**src/rtl/muldiv_unit_pkg.sv**
```systemverilog
// Shared definitions for the iterative RV32M multiply/divide unit:
// operand width, funct3 opcodes and the control FSM state encoding.
package muldiv_unit_pkg;

  localparam int XLEN = 32;

  localparam logic [2:0] OP_MUL    = 3'd0;
  localparam logic [2:0] OP_MULH   = 3'd1;
  localparam logic [2:0] OP_MULHSU = 3'd2;
  localparam logic [2:0] OP_MULHU  = 3'd3;
  localparam logic [2:0] OP_DIV    = 3'd4;
  localparam logic [2:0] OP_DIVU   = 3'd5;
  localparam logic [2:0] OP_REM    = 3'd6;
  localparam logic [2:0] OP_REMU   = 3'd7;

  typedef enum logic [1:0] {
    ST_IDLE,
    ST_CALC,
    ST_FIX,
    ST_DONE
  } state_e;

endpackage

```
**src/rtl/muldiv_unit_if.sv**
```systemverilog
// Request/write-back bundle between the issue stage (master) and the
// multiply/divide unit (slave).
interface muldiv_unit_if;
  import muldiv_unit_pkg::*;

  logic            start;
  logic            flush;
  logic [2:0]      op;
  logic [XLEN-1:0] rs1_val;
  logic [XLEN-1:0] rs2_val;
  logic [4:0]      rd;
  logic            busy;
  logic            done;
  logic            wb_we;
  logic [4:0]      wb_rd;
  logic [XLEN-1:0] wb_val;

  modport master (
    output start, flush, op, rs1_val, rs2_val, rd,
    input  busy, done, wb_we, wb_rd, wb_val
  );

  modport slave (
    input  start, flush, op, rs1_val, rs2_val, rd,
    output busy, done, wb_we, wb_rd, wb_val
  );

endinterface

```
**src/rtl/muldiv_unit.sv**
```systemverilog
// Iterative RV32M multiply/divide: shift-add multiply and restoring divide
// on unsigned magnitudes sharing one 2*XLEN accumulator, sign fixed up at the end.
module muldiv_unit #(
  parameter int XLEN = muldiv_unit_pkg::XLEN
) (
  input  logic         clk,
  input  logic         rst_n,
  muldiv_unit_if.slave bus
);
  import muldiv_unit_pkg::*;

  localparam int CW = $clog2(XLEN);
  localparam logic [XLEN-1:0] MIN_NEG = {1'b1, {(XLEN-1){1'b0}}};

  state_e            state_q, state_d;
  logic [2:0]        op_q, op_d;
  logic [4:0]        rd_q, rd_d;
  logic [CW-1:0]     cnt_q, cnt_d;
  logic [2*XLEN-1:0] acc_q, acc_d;
  logic [XLEN-1:0]   opnd_q, opnd_d;
  logic              neg_q, neg_d;
  logic [XLEN-1:0]   wb_val_q, wb_val_d;
  logic [4:0]        wb_rd_q, wb_rd_d;

  logic              a_signed, b_signed, sign_a, sign_b;
  logic [XLEN-1:0]   mag_a, mag_b;
  logic              div_zero, div_ovf;
  logic [XLEN-1:0]   fast_val;
  logic [XLEN:0]     mul_sum, div_shift;
  logic [2*XLEN-1:0] mul_next, div_next, prod;
  logic              div_ge;
  logic [XLEN-1:0]   div_diff, rem_fix, fix_res;

  // Operand decode for the request currently on the bus.
  always_comb begin
    a_signed = (bus.op == OP_MULH) || (bus.op == OP_MULHSU) ||
               (bus.op == OP_DIV)  || (bus.op == OP_REM);
    b_signed = (bus.op == OP_MULH) || (bus.op == OP_DIV) || (bus.op == OP_REM);
    sign_a   = a_signed & bus.rs1_val[XLEN-1];
    sign_b   = b_signed & bus.rs2_val[XLEN-1];
    mag_a    = sign_a ? -bus.rs1_val : bus.rs1_val;
    mag_b    = sign_b ? -bus.rs2_val : bus.rs2_val;
    div_zero = bus.op[2] && (bus.rs2_val == '0);
    div_ovf  = ((bus.op == OP_DIV) || (bus.op == OP_REM)) &&
               (bus.rs1_val == MIN_NEG) && (bus.rs2_val == '1);
    if (div_zero) begin
      fast_val = bus.op[1] ? bus.rs1_val : '1;
    end else begin
      fast_val = bus.op[1] ? '0 : MIN_NEG;
    end
  end

  // Low half holds multiplier / dividend-then-quotient; high half holds product / remainder.
  always_comb begin
    mul_sum   = {1'b0, acc_q[2*XLEN-1:XLEN]} + (acc_q[0] ? {1'b0, opnd_q} : '0);
    mul_next  = {mul_sum, acc_q[XLEN-1:1]};
    div_shift = {acc_q[2*XLEN-1:XLEN], acc_q[XLEN-1]};
    div_ge    = div_shift >= {1'b0, opnd_q};
    div_diff  = div_shift[XLEN-1:0] - opnd_q;
    div_next  = {(div_ge ? div_diff : div_shift[XLEN-1:0]), acc_q[XLEN-2:0], div_ge};
    prod      = neg_q ? -acc_q : acc_q;
    rem_fix   = neg_q ? -acc_q[2*XLEN-1:XLEN] : acc_q[2*XLEN-1:XLEN];
    if (op_q[2]) begin
      fix_res = op_q[1] ? rem_fix : prod[XLEN-1:0];
    end else begin
      fix_res = (op_q == OP_MUL) ? prod[XLEN-1:0] : prod[2*XLEN-1:XLEN];
    end
  end

  always_comb begin
    state_d  = state_q;
    op_d     = op_q;
    rd_d     = rd_q;
    cnt_d    = cnt_q;
    acc_d    = acc_q;
    opnd_d   = opnd_q;
    neg_d    = neg_q;
    wb_val_d = wb_val_q;
    wb_rd_d  = wb_rd_q;
    unique case (state_q)
      ST_IDLE: begin
        if (bus.start && !bus.flush) begin
          op_d   = bus.op;
          rd_d   = bus.rd;
          cnt_d  = '0;
          acc_d  = {{XLEN{1'b0}}, mag_a};
          opnd_d = mag_b;
          neg_d  = (bus.op == OP_REM) ? sign_a : (sign_a ^ sign_b);
          if (div_zero || div_ovf) begin
            wb_val_d = fast_val;
            wb_rd_d  = bus.rd;
            state_d  = ST_DONE;
          end else begin
            state_d  = ST_CALC;
          end
        end
      end
      ST_CALC: begin
        if (bus.flush) begin
          state_d = ST_IDLE;
        end else begin
          acc_d = op_q[2] ? div_next : mul_next;
          cnt_d = cnt_q + 1'b1;
          if (cnt_q == CW'(XLEN-1)) state_d = ST_FIX;
        end
      end
      ST_FIX: begin
        if (bus.flush) begin
          state_d = ST_IDLE;
        end else begin
          wb_val_d = fix_res;
          wb_rd_d  = rd_q;
          state_d  = ST_DONE;
        end
      end
      ST_DONE: state_d = ST_IDLE;
      default: state_d = ST_IDLE;
    endcase
  end

  always_ff @(posedge clk or negedge rst_n) begin
    if (!rst_n) begin
      state_q  <= ST_IDLE;
      op_q     <= '0;
      rd_q     <= '0;
      cnt_q    <= '0;
      acc_q    <= '0;
      opnd_q   <= '0;
      neg_q    <= 1'b0;
      wb_val_q <= '0;
      wb_rd_q  <= '0;
    end else begin
      state_q  <= state_d;
      op_q     <= op_d;
      rd_q     <= rd_d;
      cnt_q    <= cnt_d;
      acc_q    <= acc_d;
      opnd_q   <= opnd_d;
      neg_q    <= neg_d;
      wb_val_q <= wb_val_d;
      wb_rd_q  <= wb_rd_d;
    end
  end

  // A flush landing on the DONE cycle cancels the write-back.
  assign bus.busy   = (state_q != ST_IDLE);
  assign bus.done   = (state_q == ST_DONE) && !bus.flush;
  assign bus.wb_we  = bus.done && (wb_rd_q != 5'd0);
  assign bus.wb_rd  = wb_rd_q;
  assign bus.wb_val = wb_val_q;

endmodule

```
**src/flat_wrapper.sv**
```systemverilog
// flat-port wrapper written by rule: the top's interface ports become plain ports
module muldiv_unit_flat import muldiv_unit_pkg::*;
#(
  parameter int XLEN = muldiv_unit_pkg::XLEN
)
  (clk, rst_n, bus_start, bus_flush, bus_op, bus_rs1_val, bus_rs2_val, bus_rd, bus_busy, bus_done, bus_wb_we, bus_wb_rd, bus_wb_val);
  muldiv_unit_if bus_i ();
  input  logic clk;
  input  logic rst_n;
  input wire logic [$bits(bus_i.start)-1:0] bus_start;
  input wire logic [$bits(bus_i.flush)-1:0] bus_flush;
  input wire logic [$bits(bus_i.op)-1:0] bus_op;
  input wire logic [$bits(bus_i.rs1_val)-1:0] bus_rs1_val;
  input wire logic [$bits(bus_i.rs2_val)-1:0] bus_rs2_val;
  input wire logic [$bits(bus_i.rd)-1:0] bus_rd;
  output wire logic [$bits(bus_i.busy)-1:0] bus_busy;
  output wire logic [$bits(bus_i.done)-1:0] bus_done;
  output wire logic [$bits(bus_i.wb_we)-1:0] bus_wb_we;
  output wire logic [$bits(bus_i.wb_rd)-1:0] bus_wb_rd;
  output wire logic [$bits(bus_i.wb_val)-1:0] bus_wb_val;
  assign bus_i.start = bus_start;
  assign bus_i.flush = bus_flush;
  assign bus_i.op = bus_op;
  assign bus_i.rs1_val = bus_rs1_val;
  assign bus_i.rs2_val = bus_rs2_val;
  assign bus_i.rd = bus_rd;
  assign bus_busy = bus_i.busy;
  assign bus_done = bus_i.done;
  assign bus_wb_we = bus_i.wb_we;
  assign bus_wb_rd = bus_i.wb_rd;
  assign bus_wb_val = bus_i.wb_val;
  muldiv_unit #(.XLEN(XLEN)) u_core (.clk(clk), .rst_n(rst_n), .bus(bus_i));
endmodule
```
**config.mk**
```make
export PLATFORM = sky130hd
export DESIGN_NAME = muldiv_unit_flat
export DESIGN_NICKNAME = d
export VERILOG_FILES = /design/src/rtl/muldiv_unit_pkg.sv /design/src/rtl/muldiv_unit_if.sv /design/src/rtl/muldiv_unit.sv /design/src/flat_wrapper.sv
export SDC_FILE = /design/constraint.sdc
export NUM_CORES = 1
export LEC_CHECK = 0
export ABC_AREA = 1
export ABC_CLOCK_PERIOD_IN_PS = 4050
export CORE_AREA = 3 3 154 231
export CTS_CLUSTER_DIAMETER = 200
export DETAILED_ROUTE_END_ITERATION = 7
export DIE_AREA = 0 0 157 234
export PLACE_DENSITY_LB_ADDON = 0.1
export RECOVER_POWER = 100
export SYNTH_ARGS = -nofsm -noshare
export SYNTH_HDL_FRONTEND = slang
export SYNTH_SLANG_ARGS = --single-unit
```
**constraint.sdc**
```tcl
create_clock -name clk -period 4.05 [get_ports clk]
set_clock_uncertainty 0.1 [all_clocks]
set_input_delay 1.0125 -clock clk [delete_from_list [all_inputs] [get_ports clk]]
set_output_delay 1.0125 -clock clk [all_outputs]
set_load 0.05 [all_outputs]
```
# Yosys cells after proc, flatten, opt, wreduce, memory -nomap -nowiden
# Index checks and enable logic that the tools add are counted.
# word_totals
regBits,149
inputBits,76
output_inout_bits,40
elab_cells,94
# classes
addsub,7
magnitude_cmp,1
eq_ne,15
n_mux,34
n_bitwise,3
n_reduce_logical,25
# op_table
op,n
2-to-1 mux 32 bit,14
2-to-1 mux 64 bit,4
one-hot mux 64 bit (2 select lines),1
negation 32 bit,3
== test 32 bit (second input constant),2
negation 64 bit,1
one-hot mux 32 bit (2 select lines),1
adder 32 x 33 -> 33 bit,1
greater-or-equal comparator 33 x 32 -> 1 bit,1
logical NOT 32 bit,1
subtractor 32 bit,1
2-to-1 mux 5 bit,5
one-hot mux 5 bit (2 select lines),2
2-to-1 mux 2 bit,5
one-hot mux 2 bit (4 select lines),1
logical OR 1 bit,7
== test 3 bit (second input constant),2
logical AND 1 bit,6
nonzero test 2 bit,3
adder 5 x 1 -> 5 bit (second input constant),1
== test 5 bit (second input constant),1
nonzero test 5 bit,1
== test 2 bit (second input constant),2
inequality test 2 x 1 -> 1 bit (second input constant),2
14 further kinds,17

# Logic depth before layout (Yosys ltp)
# logic_depth
depth_word,8
ltp_mapped,19
ltp_nobuf,18

# Worst setup path before layout
# No wires, ideal clock.
# synth_timing
path_kind,input to output
startpoint,in bus_flush
endpoint,out bus_wb_we
arrival_time_ns,2.216
required_ns,2.938
path_slack_ns,0.721
stages,3
path_buffers,0
path_cell_list,nor2_1 o31ai_1 inv_1
# synth_between
elab_chain_len,3
# synth_lines
item,line_no,rtl
"start, declared",flat_wrapper.sv:11,input wire logic [$bits(bus_i.flush)-1:0] bus_flush;
logical NOT 1 bit,muldiv_unit.sv:147,assign bus.done = (state_q == ST_DONE) && !bus.flush;
logical AND 1 bit,muldiv_unit.sv:147,
logical AND 1 bit,muldiv_unit.sv:148,assign bus.wb_we = bus.done && (wb_rd_q != 5'd0);
"end, declared",flat_wrapper.sv:18,output wire logic [$bits(bus_i.wb_we)-1:0] bus_wb_we;
# No other way between the ends.

# Worst setup path in the final report
# layout_timing
startpoint,in bus_rs1_val[0]
endpoint,reg u_core.wb_val_q[4] (netlist: u_core.bus.wb_val[4])
# layout_between
elab_chain_len,6
# layout_lines
item,line_no,rtl
"start, declared",flat_wrapper.sv:13,input wire logic [$bits(bus_i.rs1_val)-1:0] bus_rs1_val;
== test 32 bit,muldiv_unit.sv:45,(bus.rs1_val == MIN_NEG) && (bus.rs2_val == '1);
logical AND 1 bit,muldiv_unit.sv:44,div_ovf = ((bus.op == OP_DIV) || (bus.op == OP_REM)) &&
logical AND 1 bit,muldiv_unit.sv:45,
logical OR 1 bit,muldiv_unit.sv:89,if (div_zero || div_ovf) begin
inequality test 2 x 1 -> 1 bit (no line),--,
AND reduction 4 bit (no line),--,
"end signal, assigned",muldiv_unit.sv:140,wb_val_q <= wb_val_d;
"end, declared",muldiv_unit.sv:22,"logic [XLEN-1:0] wb_val_q, wb_val_d;"
# No other way between the ends.
# A chain may end at the register's enable or synchronous reset.

==> run metrics <==
worst vdd ir=0.000486 V; Pwr Total=0.0181 W; CTS Sinks=149; worst slew pin tran=2.55 ns; RePlAce Congestion=1.11; initial antenna violation count=1; Post-synth EDFFs=0; dpl hpwl=59.2 mm; register area share after synthesis=0.221; final hold vios=0; Congestion Overflow GR=0; IO Pins=116; Hold WC Path Type=reg -> reg; Port Buffers=115; final setup fails=0; nets@finish=3092; DR pass1 iterations=6; Critical Path, Cell by Cell=dlygate4sd3_1, inv_1, ha_1, nand3_1, nor2_1, nand2_1, nor2_1, nand4_1, nand3_1, nand2_1, inv_2, buf_12, nand2_1, o21ai_0; Die Y=234 um; Num CTS Buffers=17; post-layout util=0.568; Die Wd=157 um; synthesized area per cell=5.87 um2; area post-placement=18500 um2; RSZ-0062 raised after global routing=false; status=finished with violations; Clock Latency Late Sink=0.45 ns; fin. max-slew vios=88; Max-slew headroom=-0.702; H-tree levels=4; CP most frequent cell=nand2_1; layout cells sized above 1=0.0474; first-pass GRT wire length=113 mm; ys async rst share=1.00; Setup crit end kind=flop; fmax=0.273 GHz; Total GRT Usage=0.404; Resized cells post-CTS=0; Reg2Reg Depth=18; Arrival @ worst endpoint=3.95 ns; post-CTS setup buffer count=0; Tmin final=3.67 ns; Wirelength per Cell=22.2 um; final wirelength=74.8 mm; Worst EP required=4.33 ns; final instance area=19100 um2; clock slew at reported path FFs=0.08 ns; fin crit share=0.906; failing checks=max-capacitance violations, max-slew violations; largest net degree at the start of global routing=89; Crit Path Max Fanout=27; number of global-route vias before repair=19800; # hold bufs at CTS=0; most frequent cells in the layout=nand2_1 (762), nor2_1 (361), inv_1 (298); Static Leakage=9.16 nW; clk root buf=clkbuf_16; Initial DRC Count=2245; Critical-path top delay cell=dlygate4sd3_1; via count=20500; max_cap viols=1; number of synthesized register bits=149; ys flop type=dfrtp_1; CTS tree=built; Startpoint Class=primary input; synthesis-to-layout area growth=13.2%; Post-DRT Antenna Nets=0; Crit Path Class=in -> reg; syn nets=3016; die footprint=36700 um2; warnings from Yosys=0; clock buffer depth=2; Mapped Area=16800 um2; most common cell after layout, fill and taps aside=nand2_1; P per Cell Area=949 nW/um2; hold path cells=2; Rows=82; Post-Syn Instances=2867; Avg Vias per Cell=6.07; Post-route DRC=0; Starting Density=0.502; Core ar.=33500 um2; count of different cell masters after synthesis=60; Fin Setup TNS=0 ns; Crit path largest cell delay=0.56 ns
[final cells by class]
type                    count  area, um2
repair buffers            162       1500
fillers                  3455      14500
diodes                      1       2.50
flip-flops and latches    149       3730
well taps                 420        526
clock inverters            15        209
clock buffers              17        425
multi-input cells        2303      11500
inverters                 310       1160
[cells in the mapped netlist, types with 11 or more instances]
cell,n,area share
a21oi_1,214,0.064
o211ai_1,17,0.0076
ha_1,71,0.053
dfrtp_1,149,0.22
nor2_1,363,0.081
nand2_1,761,0.17
nand3b_1,14,0.0062
inv_2,12,0.0027
o21ai_1,46,0.014
nand4_1,61,0.023
inv_1,296,0.066
or2_2,12,0.0045
o21ai_0,229,0.068
nor3_1,27,0.0080
o21a_1,13,0.0058
buf_2,17,0.0051
a31oi_1,20,0.0074
nor4_1,11,0.0041
buf_1,11,0.0025
xor2_1,52,0.027
a21oi_2,14,0.0073
clkbuf_1,69,0.015
nand3_1,282,0.084
xnor2_1,19,0.0099
[power by group]
group / internal (W) / total, W / switching, W / leakage (nW)
Clock: 0.000951 / 0.00174 / 0.000792 / 0.311
Sequential: 0.00219 / 0.00318 / 0.000988 / 1.83
Combinational: 0.00389 / 0.0132 / 0.00927 / 7.02
[metal layers]
layer | share of wire | GRT usage | vias up
met3 | 0.070 | 0.0565 | 348
met5 | 0 | 0 | -
met2 | 0.49 | 0.702 | 1089
met4 | 0.11 | 0.355 | 0
met1 | 0.33 | 0.420 | 9410
li1 | - | - | 9664
[metrics by stage]
step	std cells	hold WS (ns)	setup slack [ns]
6_report	3377	0.388	0.381
5_1_grt	3376	0.413	0.192
4_1_cts	3376	0.399	0.601
3_5_place_dp	3344	0.380	0.151
3_3_place_gp	3344	0.369	0.205
2_1_floorplan	2867	0.353	0.721
[cells by family (layout without fill, tap and decap cells)]
group	Yosys count	count (layout)	share of synthesized area
adder cells (fa/ha/maj)	73	73	0.0551
XOR/XNOR	71	71	0.0369
buffers and inverters	415	504	0.0961
AND/OR/NAND/NOR	1564	1564	0.398
AO/OA/AOI/OAI	595	595	0.193
other	0	1	0
flip-flops	149	149	0.221
[state kept, by name (all words and copies together) (netlist names)]
signal and count:
u_core.acc_q 64, u_core.bus.wb_rd 5, u_core.bus.wb_val 32, u_core.cnt_q 5, u_core.neg_q 1, u_core.op_q 3, u_core.opnd_q 32, u_core.rd_q 5
u_core.state_q 2
[worst max-delay path: cells and delay by family]
family,cells,cell delay [ns]
AO/OA/AOI/OAI,1,0.14
adder cells (fa/ha/maj),1,0.22
buffers and inverters,4,1.17
AND/OR/NAND/NOR,8,1.39
[final timing paths]
kind	slack (ns)	from	end
setup / recovery	0.38	bus_rs1_val[0]	u_core.bus.wb_val[4]$_DFFE_PN0P_
max in group asynchronous	0.77	rst_n	u_core.op_q[2]$_DFFE_PN0P_
min in group asynchronous	1.22	rst_n	u_core.bus.wb_val[18]$_DFFE_PN0P_
hold / removal	0.39	u_core.bus.wb_val[9]$_DFFE_PN0P_	u_core.bus.wb_val[9]$_DFFE_PN0P_
hold reg to reg	0.39	u_core.bus.wb_val[9]$_DFFE_PN0P_	u_core.bus.wb_val[9]$_DFFE_PN0P_
setup reg to reg	0.51	u_core.acc_q[31]$_DFFE_PN0P_	u_core.acc_q[59]$_DFFE_PN0P_
Power figures use the tool's default switching activity.
